[config.mk]
export PLATFORM = sky130hd
export DESIGN_NAME = uart_rx_flat
export DESIGN_NICKNAME = d
export VERILOG_FILES = /design/src/rtl/uart_rx_if.sv /design/src/rtl/uart_rx.sv /design/src/flat_wrapper.sv
export SDC_FILE = /design/constraint.sdc
export NUM_CORES = 1
export LEC_CHECK = 0
export BUFFER_PORTS_ARGS = -buffer_cell sky130_fd_sc_hd__buf_2
export CAP_MARGIN = 0
export CORE_MARGIN = 2
export CORE_UTILIZATION = 65
export CTS_BUF_LIST = sky130_fd_sc_hd__clkbuf_8
export CTS_CLUSTER_SIZE = 24
export DETAILED_ROUTE_END_ITERATION = 6
export GPL_ROUTABILITY_DRIVEN = 0
export HOLD_SLACK_MARGIN = 0.08
export PLACE_DENSITY_LB_ADDON = 0.08
export SLEW_MARGIN = 20
export SYNTH_ARGS = -nofsm -noshare
export SYNTH_HDL_FRONTEND = slang
export SYNTH_SLANG_ARGS = --single-unit
export TNS_END_PERCENT = 10
[constraint.sdc]
create_clock -name clk -period 5.18 [get_ports clk]
set_input_delay 1.036 -clock clk [delete_from_list [all_inputs] [get_ports clk]]
set_output_delay 1.036 -clock clk [all_outputs]
set_load 0.1 [all_outputs]
[src/rtl/uart_rx_if.sv]
// uart_rx_if: valid/ready word handshake between uart_rx and its consumer.
interface uart_rx_if #(
    parameter int DATA_W = 8
);
    logic              rvalid;
    logic              rready;
    logic [DATA_W-1:0] rdata;

    modport master (output rvalid, output rdata, input rready);
    modport slave  (input rvalid, input rdata, output rready);
endinterface

[src/rtl/uart_rx.sv]
// uart_rx: 8N1 LSB-first UART receiver assembling BYTE_WIDTH bytes per word,
// presented on a valid/ready output register.
// Optional macro UART_RX_TIMEOUT_EN: clears a partial word after 20 idle bit times.
module uart_rx #(
    parameter int UART_CLK_DIV = 434,
    parameter int BYTE_WIDTH   = 1,
    parameter int BIG_ENDIAN   = 0
) (
    input  logic      clk,
    input  logic      rstn,
    input  logic      i_uart_rx,
    uart_rx_if.master rx_bus,
    output logic      o_frame_err,
    output logic      o_overflow
);
    localparam int W     = BYTE_WIDTH * 8;
    localparam int CNT_W = $clog2(UART_CLK_DIV);
    localparam int BC_W  = (BYTE_WIDTH > 1) ? $clog2(BYTE_WIDTH) : 1;
    localparam logic [CNT_W-1:0] CNT_LAST = CNT_W'(UART_CLK_DIV - 1);
    localparam logic [CNT_W-1:0] CNT_MID  = CNT_W'(UART_CLK_DIV / 2 - 1);
    localparam logic [BC_W-1:0]  BC_LAST  = BC_W'(BYTE_WIDTH - 1);

    typedef enum logic [2:0] {S_IDLE, S_START, S_DATA, S_STOP, S_BREAK} state_t;

    logic             r_sync1, r_sync2;
    state_t           r_state, w_state;
    logic [CNT_W-1:0] r_cnt, w_cnt;
    logic [2:0]       r_bitidx, w_bitidx;
    logic [7:0]       r_shift, w_shift;
    logic [BC_W-1:0]  r_bytecnt;
    logic [W-1:0]     r_rdata;
    logic             r_rvalid, r_frame_err, r_overflow;
    logic             w_rx_s, w_byte_good, w_ferr, w_complete, w_timeout;
    logic [W-1:0]     w_word_ins;

    assign w_rx_s     = r_sync2;
    assign w_complete = w_byte_good && (r_bytecnt == BC_LAST);

    // Partial register holds only the bytes received before the current one;
    // the current byte is merged in combinationally when the word completes.
    if (BYTE_WIDTH == 1) begin : g_single
        assign w_word_ins = r_shift;
    end else begin : g_multi
        localparam int PW = W - 8;
        logic [PW-1:0] r_part;

        if (BIG_ENDIAN == 0) begin : g_msb_first
            assign w_word_ins = {r_part, r_shift};
        end else begin : g_lsb_first
            assign w_word_ins = {r_shift, r_part};
        end

        // Partial word: cleared on framing error or timeout, updated per good byte
        always_ff @(posedge clk or negedge rstn) begin
            if (!rstn) begin
                r_part <= '0;
            end else if (w_ferr || w_timeout) begin
                r_part <= '0;
            end else if (w_byte_good) begin
                r_part <= (BIG_ENDIAN == 0) ? w_word_ins[PW-1:0] : w_word_ins[W-1:8];
            end
        end
    end

`ifdef UART_RX_TIMEOUT_EN
    localparam int TMO_CYC = 20 * UART_CLK_DIV;
    localparam int TMO_W   = $clog2(TMO_CYC);
    logic [TMO_W-1:0] r_idle_cnt;

    assign w_timeout = (r_state == S_IDLE) && (r_bytecnt != '0) && w_rx_s &&
                       (r_idle_cnt == TMO_W'(TMO_CYC - 1));

    // Idle counter: runs only while idle with a partial word pending
    always_ff @(posedge clk or negedge rstn) begin
        if (!rstn) begin
            r_idle_cnt <= '0;
        end else if ((r_state == S_IDLE) && (r_bytecnt != '0) && w_rx_s && !w_timeout) begin
            r_idle_cnt <= r_idle_cnt + TMO_W'(1);
        end else begin
            r_idle_cnt <= '0;
        end
    end
`else
    assign w_timeout = 1'b0;
`endif

    // Synchronizer and frame state registers
    always_ff @(posedge clk or negedge rstn) begin
        if (!rstn) begin
            r_sync1  <= 1'b1;
            r_sync2  <= 1'b1;
            r_state  <= S_IDLE;
            r_cnt    <= '0;
            r_bitidx <= '0;
            r_shift  <= '0;
        end else begin
            r_sync1  <= i_uart_rx;
            r_sync2  <= r_sync1;
            r_state  <= w_state;
            r_cnt    <= w_cnt;
            r_bitidx <= w_bitidx;
            r_shift  <= w_shift;
        end
    end

    // Next-state: start qualification, bit sampling, stop check
    always_comb begin
        w_state     = r_state;
        w_cnt       = r_cnt;
        w_bitidx    = r_bitidx;
        w_shift     = r_shift;
        w_byte_good = 1'b0;
        w_ferr      = 1'b0;
        case (r_state)
            S_IDLE: begin
                w_cnt = '0;
                if (!w_rx_s) w_state = S_START;
            end
            S_START: begin
                if (r_cnt == CNT_MID) begin
                    w_cnt    = '0;
                    w_bitidx = '0;
                    w_state  = w_rx_s ? S_IDLE : S_DATA;
                end else begin
                    w_cnt = r_cnt + CNT_W'(1);
                end
            end
            S_DATA: begin
                if (r_cnt == CNT_LAST) begin
                    w_cnt    = '0;
                    w_shift  = {w_rx_s, r_shift[7:1]};
                    w_bitidx = r_bitidx + 3'd1;
                    if (r_bitidx == 3'd7) w_state = S_STOP;
                end else begin
                    w_cnt = r_cnt + CNT_W'(1);
                end
            end
            S_STOP: begin
                if (r_cnt == CNT_LAST) begin
                    w_cnt = '0;
                    if (w_rx_s) begin
                        w_byte_good = 1'b1;
                        w_state     = S_IDLE;
                    end else begin
                        w_ferr  = 1'b1;
                        w_state = S_BREAK;
                    end
                end else begin
                    w_cnt = r_cnt + CNT_W'(1);
                end
            end
            S_BREAK: begin
                if (w_rx_s) w_state = S_IDLE;
            end
            default: w_state = S_IDLE;
        endcase
    end

    // Byte counter within the current word
    always_ff @(posedge clk or negedge rstn) begin
        if (!rstn) begin
            r_bytecnt <= '0;
        end else if (w_ferr || w_timeout) begin
            r_bytecnt <= '0;
        end else if (w_byte_good) begin
            r_bytecnt <= (r_bytecnt == BC_LAST) ? '0 : r_bytecnt + BC_W'(1);
        end
    end

    // Output register with overflow and error pulses
    always_ff @(posedge clk or negedge rstn) begin
        if (!rstn) begin
            r_rvalid    <= 1'b0;
            r_rdata     <= '0;
            r_frame_err <= 1'b0;
            r_overflow  <= 1'b0;
        end else begin
            r_frame_err <= w_ferr;
            r_overflow  <= w_complete && r_rvalid && !rx_bus.rready;
            if (w_complete) begin
                if (!r_rvalid || rx_bus.rready) begin
                    r_rdata  <= w_word_ins;
                    r_rvalid <= 1'b1;
                end
            end else if (r_rvalid && rx_bus.rready) begin
                r_rvalid <= 1'b0;
            end
        end
    end

    assign rx_bus.rvalid = r_rvalid;
    assign rx_bus.rdata  = r_rdata;
    assign o_frame_err   = r_frame_err;
    assign o_overflow    = r_overflow;
endmodule

[src/flat_wrapper.sv]
// flat-port wrapper written by rule: the top's interface ports become plain ports
module uart_rx_flat 
#(
    parameter int UART_CLK_DIV = 434,
    parameter int BYTE_WIDTH   = 1,
    parameter int BIG_ENDIAN   = 0
)
  (clk, rstn, i_uart_rx, o_frame_err, o_overflow, rx_bus_rvalid, rx_bus_rdata, rx_bus_rready);
  uart_rx_if #(.DATA_W(8)) rx_bus_i ();
  input  logic clk;
  input  logic rstn;
  input  logic i_uart_rx;
  output logic o_frame_err;
  output logic o_overflow;
  output wire logic [$bits(rx_bus_i.rvalid)-1:0] rx_bus_rvalid;
  output wire logic [$bits(rx_bus_i.rdata)-1:0] rx_bus_rdata;
  input wire logic [$bits(rx_bus_i.rready)-1:0] rx_bus_rready;
  assign rx_bus_rvalid = rx_bus_i.rvalid;
  assign rx_bus_rdata = rx_bus_i.rdata;
  assign rx_bus_i.rready = rx_bus_rready;
  uart_rx #(.UART_CLK_DIV(UART_CLK_DIV), .BYTE_WIDTH(BYTE_WIDTH), .BIG_ENDIAN(BIG_ENDIAN)) u_core (.clk(clk), .rstn(rstn), .i_uart_rx(i_uart_rx), .rx_bus(rx_bus_i), .o_frame_err(o_frame_err), .o_overflow(o_overflow));
endmodule
# Word level (Yosys, flattened, before mapping)
# Cells that the tools add are included.
# op_classes
muxes	27
div_mod_pow	0
bitwise_logic	1
add_sub_neg	3
n_eq_ne	14
mul	0
order_cmp	0
n_reduce_logical	18
shift	0
# ops
op	count
$mux W3	9
$pmux W9 S3	1
$mux W9	2
$pmux W3 S5	1
$mux W1	12
$ne A2 B1 Y1 const B	5
$add A9 B1 Y9 const B	1
$eq A9 B8 Y1 const B	1
$eq A9 B9 Y1 const B	1
$eq A3 B2 Y1 const B	2
$eq A3 B3 Y1 const B	2
$pmux W3 S2	1
$reduce_and A2 Y1	3
$reduce_and A6 Y1	1
$reduce_bool A2 Y1	3
$logic_and A1 B1 Y1	4
$ne A2 B2 Y1 const B	2
$add A3 B1 Y3 const B	1
$eq A3 B1 Y1 const B	1
$logic_not A3 Y1	1
$reduce_and A3 Y1	1
$reduce_bool A3 Y1	1
$logic_not A1 Y1	2
$mux W2	1
other kinds (4)	4
# word_totals
wordCells	74
rom_bits	0
out_inout_bits	11
latchBits	0
regBits	37
ram_bits	0
n_memories	0
in_bits	4

# Logic depth before layout (Yosys ltp)
# Gate-level depths: netlist of run 1.
# depth
ltp_word	6
mapped_depth	7
depth_no_buf	6

# Worst setup path after synthesis of run 1
# No wires, ideal clock.
# synth_timing
kind	input to register
startpoint	input port rx_bus_rready
endpoint	register u_core.r_rdata[0] (netlist: u_core.rx_bus.rdata[0])
path_slack_ns	3.129
setup_ns	0.125
arrival_ns	1.925
path_stages	4
path_buffers	0
required_time_ns	5.055
cell_sequence	nand2b_1 > nand3_1 > nor3_4 > mux2_2
# synth_via
elab_chain_cells	2
# synth_lines
element	line_no	rtl
start: declaration	flat_wrapper.sv:17	input wire logic [$bits(rx_bus_i.rready)-1:0] rx_bus_rready;
$logic_or A1 B1 Y1	uart_rx.sv:181	if (!r_rvalid || rx_bus.rready) begin
$reduce_and A2 Y1 (no line)	n/a	
end signal: assignment	uart_rx.sv:182	r_rdata <= w_word_ins;
end: declaration	uart_rx.sv:31	logic [W-1:0] r_rdata;
# No other way between the ends.
# A chain may end at the register's enable or synchronous reset.

# Final worst setup path of run 1
# layout_timing
startpoint	register u_core.r_state[2]
endpoint	register u_core.r_bitidx[0]
# layout_via
elab_chain_cells	3
word_cells_on_any_way	7
cone_classes	eq/ne: 4; mux: 1; reduce/logical: 2
# layout_lines
element	line_no	rtl
start: declaration	uart_rx.sv:26	state_t r_state, w_state;
start signal: assignment	uart_rx.sv:99	r_state <= w_state;
$eq A3 B2 Y1 / $eq A3 B1 Y1 (equally long branches)	uart_rx.sv:114	case (r_state)
$ne A2 B1 Y1 (no line) / $reduce_bool A2 Y1 (equally long branches)	n/a	
$reduce_and A3 Y1 (no line)	n/a	
end signal: assignment	uart_rx.sv:101	r_bitidx <= w_bitidx;
end: declaration	uart_rx.sv:28	logic [2:0] r_bitidx, w_bitidx;
# Several ways; a longest one is shown, not always the timed one.

==> run summary, run 1 <==
Buffers placed on the I/O ports in this run total 14. The residual DRC count came out at 0. The cell internal power dissipation is 426 uW. The number of warnings issued by yosys is 0. The post-CTS clock slew at the launch and capture registers of the worst setup and hold paths is 0.08 ns.

The core region area is 2480 um2. Once detail routing completed, the nets flagged for antenna violations numbered 0. The run finished with clean final reports. Global routing consumed, over all layers together, 22.7% of the routing resources. The logic depth of the worst register-to-register path came out at 4. At the worst endpoint, the arrival time is 2.43 ns. The worst supply voltage drop on vdd came out at 0.325 mV. After detailed routing, the average wire length per cell comes to 15.2 um. Sequential cells account for 52.7% of the total power. Entering global routing, the biggest net connects 37 pins.

The total number of clock tree sinks is 36. The leakage component of the power came out at 0.905 nW. The die height is 54.9 um. The half-perimeter wire length of the detailed placement result is 2.02 mm. The first routing iteration left 20 violations. The area of the die is 3020 um2. In the finished design, the share of the clock period the worst path needs comes to 43.4%. Summed over all instances, the cell type with the most area after synthesis is sky130_fd_sc_hd__dfrtp_1. In this run, post-CTS hold repair placed 0 buffers.

The final non-filler cell total is 195. After synthesis, flip-flops and latches occupy 53.6% of the total area. The final hold slack is 0.358 ns. The worst register-to-register path ends at u_core.r_bitidx[0]$_DFFE_PN0P_.

Setup repair after global routing left no endpoint under its margin. The number of gates given a new drive strength after cts came out at 0. The final sum of negative setup slack is 0 ns. The clock insertion delay at the later pin of the skew report came out at 0.29 ns. The slack of the worst reg-to-reg path came out at 2.93 ns. The maximum frequency from static timing analysis came out at 445 MHz. The power after layout came out at 537 uW. The synthesized design contains 0 enable-type register cells. The final count of pins violating max slew was 0.

The H-tree generated during clock tree synthesis spans 2 levels. Among all flip-flop cells after synthesis, the most frequent one is sky130_fd_sc_hd__dfrtp_1. The first global-routing pass estimated 4.75 mm of wire. CTS placed an instance of sky130_fd_sc_hd__clkbuf_8 at the clock tree root.

The endpoint class of the critical path is a flop. The critical path in this run is classified as flop to flop. Once placement finished, the instance area stood at 1760 um2. The top-area cell type share of the netlist area is 50.5%. Each instance of the synthesized netlist takes up on average 11.4 um2. The average vias per placed instance came out at 6.01. In this run the critical register-to-register path is launched from u_core.r_state[2]$_DFFE_PN0P_. Ranked by total cell area, the synthesized netlist is headed by sky130_fd_sc_hd__dfrtp_1 50%, sky130_fd_sc_hd__mux2_2 11%, sky130_fd_sc_hd__nand2_1 4.2%. The final setup skew is 0.00856 ns. The library cell used most frequently in the layout, excluding fill and tap cells, is sky130_fd_sc_hd__dfrtp_1.

The number of filler cells placed in the layout came out at 165. The final routed wirelength across all metal layers is 2.96 mm. The worst setup path is launched from a flop. The initial standard-cell utilization of the core is 68.0%. The buffers inserted during post-CTS setup optimization is 0. The instance count after placement with tap cells included came out at 187. The total count of hold-check failures in the final report is 0. TritonCTS built the clock tree. The netlist uses 38 different library cells. The number of global-route vias before repair is 1047.

The largest fanout of any net on the critical path is 15. The cell area after synthesis came out at 1690 um2. The total I/O pin count is 15. The combinational fraction of design power is 1.2%. The final layout contains 173 nets. The headroom to the max-slew limit is 48.3%. The count of max-cap constraint violations is 0. The total grt overflow is 0.

The power per unit of standard cell area came out at 287 nW/um2. The transition time at the pin with the least slew margin is 0.776 ns. The post-synth net total is 157.

The number of clock buffers added by TritonCTS is 5. For this run, asynchronously set or reset flops after synthesis account for 100%. The end point of the critical path is u_core.r_bitidx[0]$_DFFE_PN0P_. Detailed routing inserted a total of 1171 vias. The net switching power figure came out at 111 uW. The tightest min-delay check is of the flop to flop type. After layout, the minimum clock period comes to 2.25 ns. The clock share of power came out at 46.1%. The number of detailed-routing iterations run before antenna repair came out at 4.

The number of antenna violations at the first check in global routing came out at 0. The critical path starts at u_core.r_state[2]$_DFFE_PN0P_. The final setup violation count is 0. After routing the design area is 1870 um2. Leaving out fill and tap cells, the most frequent cells in the layout are 34 x sky130_fd_sc_hd__dfrtp_1, 19 x sky130_fd_sc_hd__nand2_1, 17 x sky130_fd_sc_hd__mux2_2. The clock tree buffer depth came out at 2.

The data required time at the worst endpoint came out at 5.36 ns. The layout overhead on the synthesized area came out at 11.1%. The instance count of the mapped netlist came out at 148.

The share of post-route cells with drive strength above 1 is 27.3%. The number of placement rows is 18. The total inserted antenna cells is 0.

The switching power share of the total came out at 20.7%. The horizontal extent of the die came out at 54.9 um. The synthesized design contains 36 register bits.
==> Yosys cell counts, types with 2 or more instances <==
cell type	count
sky130_fd_sc_hd__dfrtp_1	34
sky130_fd_sc_hd__nor2_1	9
sky130_fd_sc_hd__clkbuf_1	2
sky130_fd_sc_hd__nor2b_1	3
sky130_fd_sc_hd__nand3_1	5
sky130_fd_sc_hd__o22ai_1	5
sky130_fd_sc_hd__or4_1	3
sky130_fd_sc_hd__nand2_1	19
sky130_fd_sc_hd__nand4b_1	2
sky130_fd_sc_hd__nor3_1	4
sky130_fd_sc_hd__dfstp_2	2
sky130_fd_sc_hd__inv_1	3
sky130_fd_sc_hd__xnor2_1	2
sky130_fd_sc_hd__mux2_2	17
sky130_fd_sc_hd__o21a_1	3
sky130_fd_sc_hd__ha_1	5
sky130_fd_sc_hd__o21ai_0	4
sky130_fd_sc_hd__a22o_1	3
sky130_fd_sc_hd__a21oi_1	4
==> worst min path at each step <==
stage | depth (start not counted) | slack (ns) | startpoint | endpoint
floorplan | 0 | 0.35 | u_core.r_sync1$_DFF_PN1_ | u_core.r_sync2$_DFF_PN1_
global placement | 0 | 0.35 | u_core.r_sync1$_DFF_PN1_ | u_core.r_sync2$_DFF_PN1_
detailed placement | 0 | 0.35 | u_core.r_sync1$_DFF_PN1_ | u_core.r_sync2$_DFF_PN1_
global route | 0 | 0.36 | u_core.r_sync1$_DFF_PN1_ | u_core.r_sync2$_DFF_PN1_
CTS | 0 | 0.36 | u_core.r_sync1$_DFF_PN1_ | u_core.r_sync2$_DFF_PN1_
finish | 0 | 0.36 | u_core.r_sync1$_DFF_PN1_ | u_core.r_sync2$_DFF_PN1_
==> kinds of logic (layout without fill, tap and decap cells) <==
kind of cell | after synthesis | after routing | share of synthesized area, %
xor+xnor | 2 | 2 | 1.04
mux | 18 | 18 | 12.2
simple gates | 57 | 57 | 18.3
fa+ha+maj | 5 | 5 | 3.71
buf+inv | 8 | 25 | 2.52
compound gates | 22 | 22 | 8.54
flops | 36 | 36 | 53.6
==> per-layer routing <==
layer  global-route usage (%)  up-vias  share of wire, %
li1                         -      557                 -
met1                     27.6      582                46
met2                     37.3       26                48
met3                     8.06        6               3.9
met4                     8.54        0               1.8
met5                        0        -                 0
==> power by group through the flow <==
stage | combinational (mW) | sequential, mW | clock (mW)
after floorplan | 0.000420 | 0.288 | 0
after global placement | 0.00667 | 0.289 | 0
after detailed placement | 0.00696 | 0.289 | 0
after CTS | 0.00689 | 0.283 | 0.251
after global routing | 0.00790 | 0.283 | 0.263
final | 0.00650 | 0.283 | 0.247
==> cell type report <==
type                            instances  area (um2)  area share, %
Sequential cell                        36         903           48.2
Multi-Input combinational cell        104         739           39.5
Timing Repair Buffer                   14        70.1           3.74
Clock buffer                            5        68.8           3.67
Clock inverter                          3        42.5           2.27
Tap cell                               30        37.5           2.00
Inverter                                3        11.3          0.601
==> flip-flops by register name (all words and copies together) (netlist names) <==
register,count
u_core.o_frame_err,1
u_core.o_overflow,1
u_core.r_bitidx,3
u_core.r_cnt,9
u_core.r_shift,8
u_core.r_state,3
u_core.r_sync1,1
u_core.r_sync2,1
u_core.rx_bus.rdata,8
u_core.rx_bus.rvalid,1
==> critical path, stage by stage, from the launching register on <==
cell                      delay, ns
sky130_fd_sc_hd__dfrtp_1       0.54
sky130_fd_sc_hd__or3b_1        0.43
sky130_fd_sc_hd__or4_1         0.62
sky130_fd_sc_hd__a21o_1        0.28
sky130_fd_sc_hd__mux2_4        0.26
==> per-stage QoR <==
| step | setup WS [ns] | util, % |
|---|---|---|
| final | 2.93 | 75.6 |
| after global routing | 2.83 | 75.6 |
| after floorplan | 3.13 | - |
| after detailed placement | 2.94 | 71.1 |
| after CTS | 2.93 | 75.6 |
| after global placement | 2.97 | 71.1 |
No activity file was read; power rests on OpenSTA's default activity.
==> run 2, diff against run 1 <==
--- a/config.mk
+++ b/config.mk
@@ -5,10 +5,11 @@
 export SDC_FILE = /design/constraint.sdc
 export NUM_CORES = 1
 export LEC_CHECK = 0
+export ABC_AREA = 1
 export BUFFER_PORTS_ARGS = -buffer_cell sky130_fd_sc_hd__buf_2
 export CAP_MARGIN = 0
 export CORE_MARGIN = 2
-export CORE_UTILIZATION = 65
+export CORE_UTILIZATION = 55
 export CTS_BUF_LIST = sky130_fd_sc_hd__clkbuf_8
 export CTS_CLUSTER_SIZE = 24
 export DETAILED_ROUTE_END_ITERATION = 6
==> constraint.sdc (replaced) <==
create_clock -name clk -period 1.8 [get_ports clk]
set_input_delay 0.36 -clock clk [delete_from_list [all_inputs] [get_ports clk]]
set_output_delay 0.36 -clock clk [all_outputs]
set_load 0.1 [all_outputs]
==> run 2 against run 1 <==
Against the previous run:
- total power grew to 2.8 times the previous value
- sequential share of layout area is 4.6 points lower
- die area rose by 26%
- clock power increased to 2.8 times the previous value
- final cell count grew 45%
- worst hold slack got worse by 0.19 ns
- non-clock buffer count grew 3
- routed wire length is 6.7% higher
- final area increased by 10%
- utilization is 9.0 points lower
- sequential cell count did not move
- register-to-register slack worse by 2.7 ns
- highest routed layer unchanged
==> run summary, run 2 <==
By count the netlist is led by 62 x sky130_fd_sc_hd__nand2_1, 34 x sky130_fd_sc_hd__dfrtp_1, 34 x sky130_fd_sc_hd__inv_1, 18 x sky130_fd_sc_hd__nand3_1, 12 x sky130_fd_sc_hd__nor2_1. The setup path with the least slack is of type flop to flop. The initial standard-cell utilization of the core came out at 59.0% (-9.0 points). Among all cell types in the netlist, the one instantiated most often is sky130_fd_sc_hd__nand2_1. The number of filler cells placed in the layout came to 298 (+81%). The count of input and output buffers was 14 (unchanged).

The run finished with clean final reports. The largest fanout of any net on the critical path is 16 (+1). The signal arrival time at the worst endpoint is 1.79 ns (-0.64 ns). The remaining number of nets flagged by the antenna check after routing came to 0 (unchanged). The number of synthesized flops with an enable pin came out at 0 (unchanged). The initial DRC count is 123 (+520%). The clock tree buffer depth is 2 (unchanged). The half-perimeter wire length of the detailed placement result is 2.35 mm (+16%). The share of the yosys chip area belonging to registers is 49.3% (-4.3 points). The library cell used most frequently in the layout, excluding fill and tap cells, is sky130_fd_sc_hd__nand2_1. Setup repair after global routing left no endpoint under its margin. The average cell area after synthesis came out at 8.48 um2 (-26%). The final setup skew is 0.00286 ns (-0.00570 ns).

The final sum of negative setup slack came to 0 ns (unchanged). The distinct cell type count after synthesis came out at 23 (-39%). The final routed wirelength across all metal layers came out at 3.15 mm (+6.7%).

The cell chosen for the clock root is sky130_fd_sc_hd__clkbuf_8. The CTS tree is done. The transition time at the pin with the least slew margin came out at 0.492 ns (-0.283 ns). The number of global-route vias before repair came out at 1362 (+30%). The launching element type of the critical path is a flop.

The final hold slack came out at 0.167 ns (-0.190 ns). The global-route wire length before repair is 5.57 mm (+17%). The headroom to the max-slew limit came out at 67.2% (+19 points). The clock insertion delay at the later pin of the skew report came out at 0.29 ns (about the same). The instance count of the mapped netlist came out at 216 (+46%). By area the synthesized netlist is led by sky130_fd_sc_hd__dfrtp_1 46%, sky130_fd_sc_hd__nand2_1 13%, sky130_fd_sc_hd__inv_1 7.0%.

The average wire per cell in the routed design is 11.2 um (-26%). The number of antenna violations at the first check in global routing came out at 0 (unchanged). The shortest period the worst path allows was 1.61 ns (-0.636 ns). The synthesis-stage register bit count came out at 36 (unchanged). The power per unit of standard cell area came out at 739 nW/um2 (+160%).

The share of post-route cells with drive strength above 1 is 20.2% (-7.1 points). The number of warnings issued by yosys came to 0 (unchanged). The total I/O pin count came to 15 (unchanged). The net switching power figure is 301 uW (+170%). The number of buffers created by CTS was 5 (unchanged). The residual DRC count came out at 0 (unchanged).

The die height was 61.7 um (+12%). The layout overhead on the synthesized area came out at 12.9%. The post-synth net total came out at 225 (+43%). The total grt overflow is 0 (unchanged). The final setup violation count is 0 (unchanged). The pin count of the biggest net entering global routing came out at 37 (unchanged). The count of vias placed by the detailed router is 1410 (+20%). The final period utilization is 89.5% (+46 points). The path class of the tightest hold or removal check is input pin to flop. The number of detailed-routing iterations run before antenna repair came out at 4 (unchanged).

The worst supply voltage drop on vdd came out at 0.533 mV (+64%). The placed cell area is 1950 um2 (+11%). The total count of hold-check failures in the final report came to 0 (unchanged).

The sequential share of power is 53.3% (+0.6 points). The average vias per placed instance is 5.00 (-17%). The horizontal extent of the die was 61.7 um (+12%). The largest area contributor in the synthesized netlist is sky130_fd_sc_hd__dfrtp_1. The post-CTS clock slew at the launch and capture registers of the worst setup and hold paths was 0.07 ns (about the same). The final count of pins violating max slew is 0 (unchanged).

The total number of clock tree sinks is 36 (unchanged). The final instance area came to 2070 um2 (+10%). The flip-flop count of the largest register after layout is 9 (unchanged). The top-area cell type share of the netlist area came to 46.4% (-4.0 points). The number of H-tree levels is 2 (unchanged). The worst setup path is captured at a flop. The data required time at the worst endpoint is 1.97 ns (-3.39 ns). The switching power share of the total came out at 19.7% (-1.0 points).

The share of the core filled with cells in the final layout is 66.7% (-9.0 points). The count of max-cap constraint violations came out at 0 (unchanged). The clock share of power is 44.8% (-1.3 points). The total inserted antenna cells came out at 0 (unchanged). The number of placement rows is 20 (+2). The maximum frequency from static timing analysis is 621 MHz (+39%). The total track usage is 20.3% (-2.4 points). Among all flip-flop cells after synthesis, the most frequent one is sky130_fd_sc_hd__dfrtp_1.

The share of flip-flops with an asynchronous set or reset after synthesis was 100% (unchanged). In the layout the commonest cells are 62 x sky130_fd_sc_hd__nand2_1, 35 x sky130_fd_sc_hd__inv_1, 34 x sky130_fd_sc_hd__dfrtp_1. The area of the die was 3810 um2 (+26%). The cell internal power dissipation came to 1.23 mW (+190%). The combinational fraction of design power came out at 1.9% (+0.7 points). The cell area after synthesis was 1830 um2 (+8.7%).

The core region area is 3100 um2 (+25%). The register with the most flip-flops is u_core.r_cnt. The leakage component of the power came out at 1.09 nW (+20%). The layout net count came out at 246 (+42%).
## run 2: logic make-up after synthesis
| kind of cell | synth area share (%) |
|---|---|
| fa+ha+maj | 3.42 |
| buf+inv | 9.70 |
| simple gates | 28.5 |
| compound gates | 7.65 |
| xor+xnor | 1.43 |
| flops | 49.3 |
## run 2: path summary, 6_finish.rpt
check	start	to	slack (ns)	cells after the start
worst max-delay path	u_core.r_cnt[1]$_DFFE_PN0P_	u_core.rx_bus.rdata[1]$_DFFE_PN0P_	0.19	9
worst min-delay path	i_uart_rx	u_core.r_sync1$_DFF_PN1_	0.17	1
worst max register to register	u_core.r_cnt[1]$_DFFE_PN0P_	u_core.rx_bus.rdata[1]$_DFFE_PN0P_	0.19	9
worst min register to register	u_core.r_sync1$_DFF_PN1_	u_core.r_sync2$_DFF_PN1_	0.36	0
max in group asynchronous	rstn	u_core.r_sync1$_DFF_PN1_	0.98	3
min in group asynchronous	rstn	u_core.rx_bus.rdata[2]$_DFFE_PN0P_	0.57	3
## run 2: cell type report
type | instances | area (um2) | share of cell area [%]
clock inverters | 3 | 38.8 | 1.88
inverters | 37 | 144 | 6.96
repair buffers | 17 | 108 | 5.20
flip-flops and latches | 36 | 903 | 43.7
well taps | 44 | 55.1 | 2.66
multi-input cells | 140 | 751 | 36.3
clock buffers | 5 | 68.8 | 3.33
## run 2: power by group through the flow
stage | Clock, mW | Sequential [mW] | Combinational (mW)
floorplan | 0 | 0.829 | 0.00334
global placement | 0 | 0.829 | 0.0275
detailed placement | 0 | 0.830 | 0.0286
CTS | 0.705 | 0.814 | 0.0303
global route | 0.732 | 0.814 | 0.0329
finish | 0.685 | 0.814 | 0.0287
## run 2: layer usage
| layer | up-vias | track usage, % | routed length, um |
|---|---|---|---|
| met5 | - | 0 | 0 |
| met4 | 0 | 8.21 | 57 |
| met3 | 7 | 6.42 | 197 |
| met2 | 47 | 32.9 | 1470 |
| met1 | 637 | 25.4 | 1430 |
| li1 | 719 | - | - |
## run 2: critical path, cell delays in order, from the launching register on
cell and delay, ns:
sky130_fd_sc_hd__dfrtp_1 0.40, sky130_fd_sc_hd__inv_1 0.10, sky130_fd_sc_hd__ha_1 0.18, sky130_fd_sc_hd__nand2_1 0.07, sky130_fd_sc_hd__nor2_2 0.19, sky130_fd_sc_hd__nand2_4 0.09, sky130_fd_sc_hd__inv_4 0.06, sky130_fd_sc_hd__nand3_4 0.19
sky130_fd_sc_hd__nand2_1 0.15, sky130_fd_sc_hd__o21ai_2 0.06
## run 2: stage by stage
stage	cells	total power [mW]	setup WS (ns)
after floorplan	216	0.833	0.113
after global placement	273	0.857	0.257
after detailed placement	273	0.858	0.187
after CTS	282	1.55	0.175
after global routing	282	1.58	0.0293
final	282	1.53	0.189
## run 2: timing repair
action,4_1_cts,5_1_grt
setup endpoints to repair,0,0
hold endpoints to repair,34,0
resized for setup,0,0
hold buffers,1,0
buffers inserted,0,0
==> run 3, diff against run 2 <==
--- a/config.mk
+++ b/config.mk
@@ -8,6 +8,7 @@
 export ABC_AREA = 1
 export BUFFER_PORTS_ARGS = -buffer_cell sky130_fd_sc_hd__buf_2
 export CAP_MARGIN = 0
+export CORE_ASPECT_RATIO = 0.7
 export CORE_MARGIN = 2
 export CORE_UTILIZATION = 55
 export CTS_BUF_LIST = sky130_fd_sc_hd__clkbuf_8
@@ -16,7 +17,6 @@
 export GPL_ROUTABILITY_DRIVEN = 0
 export HOLD_SLACK_MARGIN = 0.08
 export PLACE_DENSITY_LB_ADDON = 0.08
-export SLEW_MARGIN = 20
 export SYNTH_ARGS = -nofsm -noshare
 export SYNTH_HDL_FRONTEND = slang
 export SYNTH_SLANG_ARGS = --single-unit
==> run 3 against run 2 <==
Against the previous run:
- clock power decreased by 14%
- non-clock buffer count decreased by 1
- final cell count decreased by 2.5%
- clock skew increased by 0.0024 ns
- routed wire length increased by 8.5%
- via count decreased by 1.3%
- utilization decreased by 2.7 points
- sequential cell count unchanged
- sequential share of layout area increased by 0.86 points
- sequential power about the same
- largest cell class unchanged
- largest power group unchanged
- highest routed layer unchanged
==> run summary, run 3 (synthesis gave the netlist of run 2 again) <==
The count of vias placed by the detailed router came to 1392 (-1.3%). The signal on the critical path passes through inv_1, ha_1, nand2_1, nor2_2, nand2_4, nand2_1, nand2_1, nand2_1, o21ai_0. The worst supply voltage drop on vdd came out at 0.520 mV (-2.4%). The count of max-cap constraint violations came out at 0 (unchanged). The post-CTS clock slew at the launch and capture registers of the worst setup and hold paths is 0.07 ns (about the same).

The met1 usage is 29.9% (+4.5 points). The register with the most flip-flops is u_core.r_cnt. The total count of hold-check failures in the final report came out at 0 (unchanged). The endpoint class of the critical path is a flop. The layout overhead on the synthesized area came out at 10.7%. The number of placement rows came out at 17 (-15%). The power per unit of standard cell area was 703 nW/um2 (-4.9%). The met3 global-route usage came out at 5.58% (-0.84 points). The clock tree buffer depth came out at 2 (unchanged).

The global-route wire length before repair is 6.15 mm (+10%). The half-perimeter wire length of the detailed placement result is 2.53 mm (+7.7%). The final setup violation count came out at 0 (unchanged).

The area of the die was 3820 um2 (+0.19%). The count of input and output buffers is 14 (unchanged). The core region area is 3170 um2 (+2.1%). The final count of pins violating max slew is 0 (unchanged). TritonCTS built the clock tree. The initial DRC count came out at 73 (-41%). Among the stages of the critical path, the cell type that occurs most often is sky130_fd_sc_hd__nand2_1. The number of global-route vias before repair came out at 1397 (+2.6%).

The clock insertion delay at the later pin of the skew report came out at 0.28 ns (about the same). The pin count of the biggest net entering global routing is 37 (unchanged). The total number of clock tree sinks came to 36 (unchanged). The layout net count came out at 245 (-0.41%). The initial standard-cell utilization of the core is 57.8% (-1.2 points). The total track usage is 21.3% (+1.0 points). The total grt overflow came to 0 (unchanged).

The final period utilization came out at 90.8% (+1.3 points). The number of buffers created by CTS came to 5 (unchanged). The library cell used most frequently in the layout, excluding fill and tap cells, is sky130_fd_sc_hd__nand2_1. The total inserted antenna cells is 0 (unchanged). The transition time at the pin with the least slew margin was 0.499 ns (+0.00665 ns). The run finished with clean final reports. The headroom to the max-slew limit came out at 66.7% (-0.44 points). The signal arrival time at the worst endpoint came out at 1.80 ns (about the same). The global-route met2 utilization was 31.7% (-1.3 points).

The final setup skew came out at 0.00531 ns (+0.00245 ns). The largest fanout of any net on the critical path came out at 6 (-10). The share of the core filled with cells in the final layout came out at 64.0% (-2.7 points).

Setup repair after global routing left no endpoint under its margin. The category of the critical setup timing path is flop to flop. The shortest period the worst path allows came out at 1.63 ns (+0.0226 ns). The final sum of negative setup slack is 0 ns (unchanged). The data required time at the worst endpoint came out at 1.97 ns (about the same). The average vias per placed instance is 5.06 (+1.2%).

The final routed wirelength across all metal layers was 3.42 mm (+8.5%). The horizontal extent of the die came out at 73.0 um (+18%). The leakage component of the power was 1.07 nW (-1.5%).

The residual DRC count came out at 0 (unchanged). The share of post-route cells with drive strength above 1 came to 21.1% (+0.93 points). The number of antenna violations at the first check in global routing is 0 (unchanged). The cell sitting at the root of the clock tree is a sky130_fd_sc_hd__clkbuf_8. The number of H-tree levels came out at 2 (unchanged). The flip-flop count of the largest register after layout came to 9 (unchanged).

Leaving out fill and tap cells, the most frequent cells in the layout are 62 x sky130_fd_sc_hd__nand2_1, 34 x sky130_fd_sc_hd__inv_1, 34 x sky130_fd_sc_hd__dfrtp_1. In this run the worst hold path is classified as input pin to async pin. The remaining number of nets flagged by the antenna check after routing is 0 (unchanged).

The slowest stage of the critical path belongs to the cell sky130_fd_sc_hd__dfrtp_1. The average wire per cell in the routed design came out at 12.4 um (+11%). The number of detailed-routing iterations run before antenna repair came to 4 (unchanged). STA classifies the critical path startpoint as a flop. The maximum frequency from static timing analysis came out at 612 MHz (-1.4%).

met2 is the most crowded layer. The total I/O pin count came out at 15 (unchanged). The die height came out at 52.3 um (-15%).

The delay of the slowest critical-path stage was 0.40 ns (about the same).
## run 3: cell count changes in the layout (fill, tap and decap cells not counted), sizes merged
cell | before | now
bufinv | 1 | 0
clkbuf | 5 | 6
clkinv | 1 | 2
dlygate4sd3 | 1 | 0
inv | 38 | 37
## run 3: routing by layer
| metal | wire (um) | share of wire, % |
|---|---|---|
| met5 | 0 | 0 |
| met4 | 36 | 1.1 |
| met1 | 1780 | 52 |
| met2 | 1460 | 43 |
| met3 | 149 | 4.4 |
## run 3: area by class of cell
| type | instances | area, um2 |
|---|---|---|
| Clock inverter | 2 | 10.0 |
| Fill cell | 278 | 1140 |
| Tap cell | 38 | 47.5 |
| Sequential cell | 36 | 903 |
| Clock buffer | 6 | 82.6 |
| Multi-Input combinational cell | 140 | 756 |
| Timing Repair Buffer | 16 | 85.1 |
| Inverter | 37 | 144 |
## run 3: per-stage QoR
stage	hold slack, ns	instances	power, mW	setup slack, ns	instance area, um2
after CTS	0.122	275	1.44	0.158	2020
after detailed placement	0.347	267	0.854	0.186	1930
final	0.105	275	1.43	0.166	2030
after global placement	0.346	267	0.854	0.243	1930
after floorplan	0.0644	216	0.833	0.113	1830
after global routing	0.139	275	1.47	0.00631	2030
## run 3: what timing repair did
item	CTS	global route
gates resized for setup	0	1
hold buffers	0	0
setup buffers	0	0
endpoints found under the setup margin	0	2
## run 3: where the power goes
part	total, mW	switching [mW]	internal, mW
Combinational	0.0231	0.0185	0.00464
Clock	0.588	0.283	0.305
Sequential	0.814	0.00161	0.813
## run 3: critical path, delay by kind of cell (launching register included)
kind                       cells  cell delay (ns)
AOI/OAI and AO/OA              1             0.08
DFF                            1             0.40
buffers and inverters          1             0.10
adders and majority gates      1             0.16
and+or+nand+nor                6             0.78
## run 3: final timing paths
path | from | endpoint | slack (ns) | cells past startpoint
max reg2reg | u_core.r_cnt[1]$_DFFE_PN0P_ | u_core.r_cnt[0]$_DFFE_PN0P_ | 0.17 | 9
min in group clk | i_uart_rx | u_core.r_sync1$_DFF_PN1_ | 0.18 | 1
max in group asynchronous | rstn | u_core.r_sync1$_DFF_PN1_ | 1.36 | 2
max | u_core.r_cnt[1]$_DFFE_PN0P_ | u_core.r_cnt[0]$_DFFE_PN0P_ | 0.17 | 9
min | rstn | u_core.r_bitidx[0]$_DFFE_PN0P_ | 0.10 | 2
min reg2reg | u_core.r_sync1$_DFF_PN1_ | u_core.r_sync2$_DFF_PN1_ | 0.35 | 0
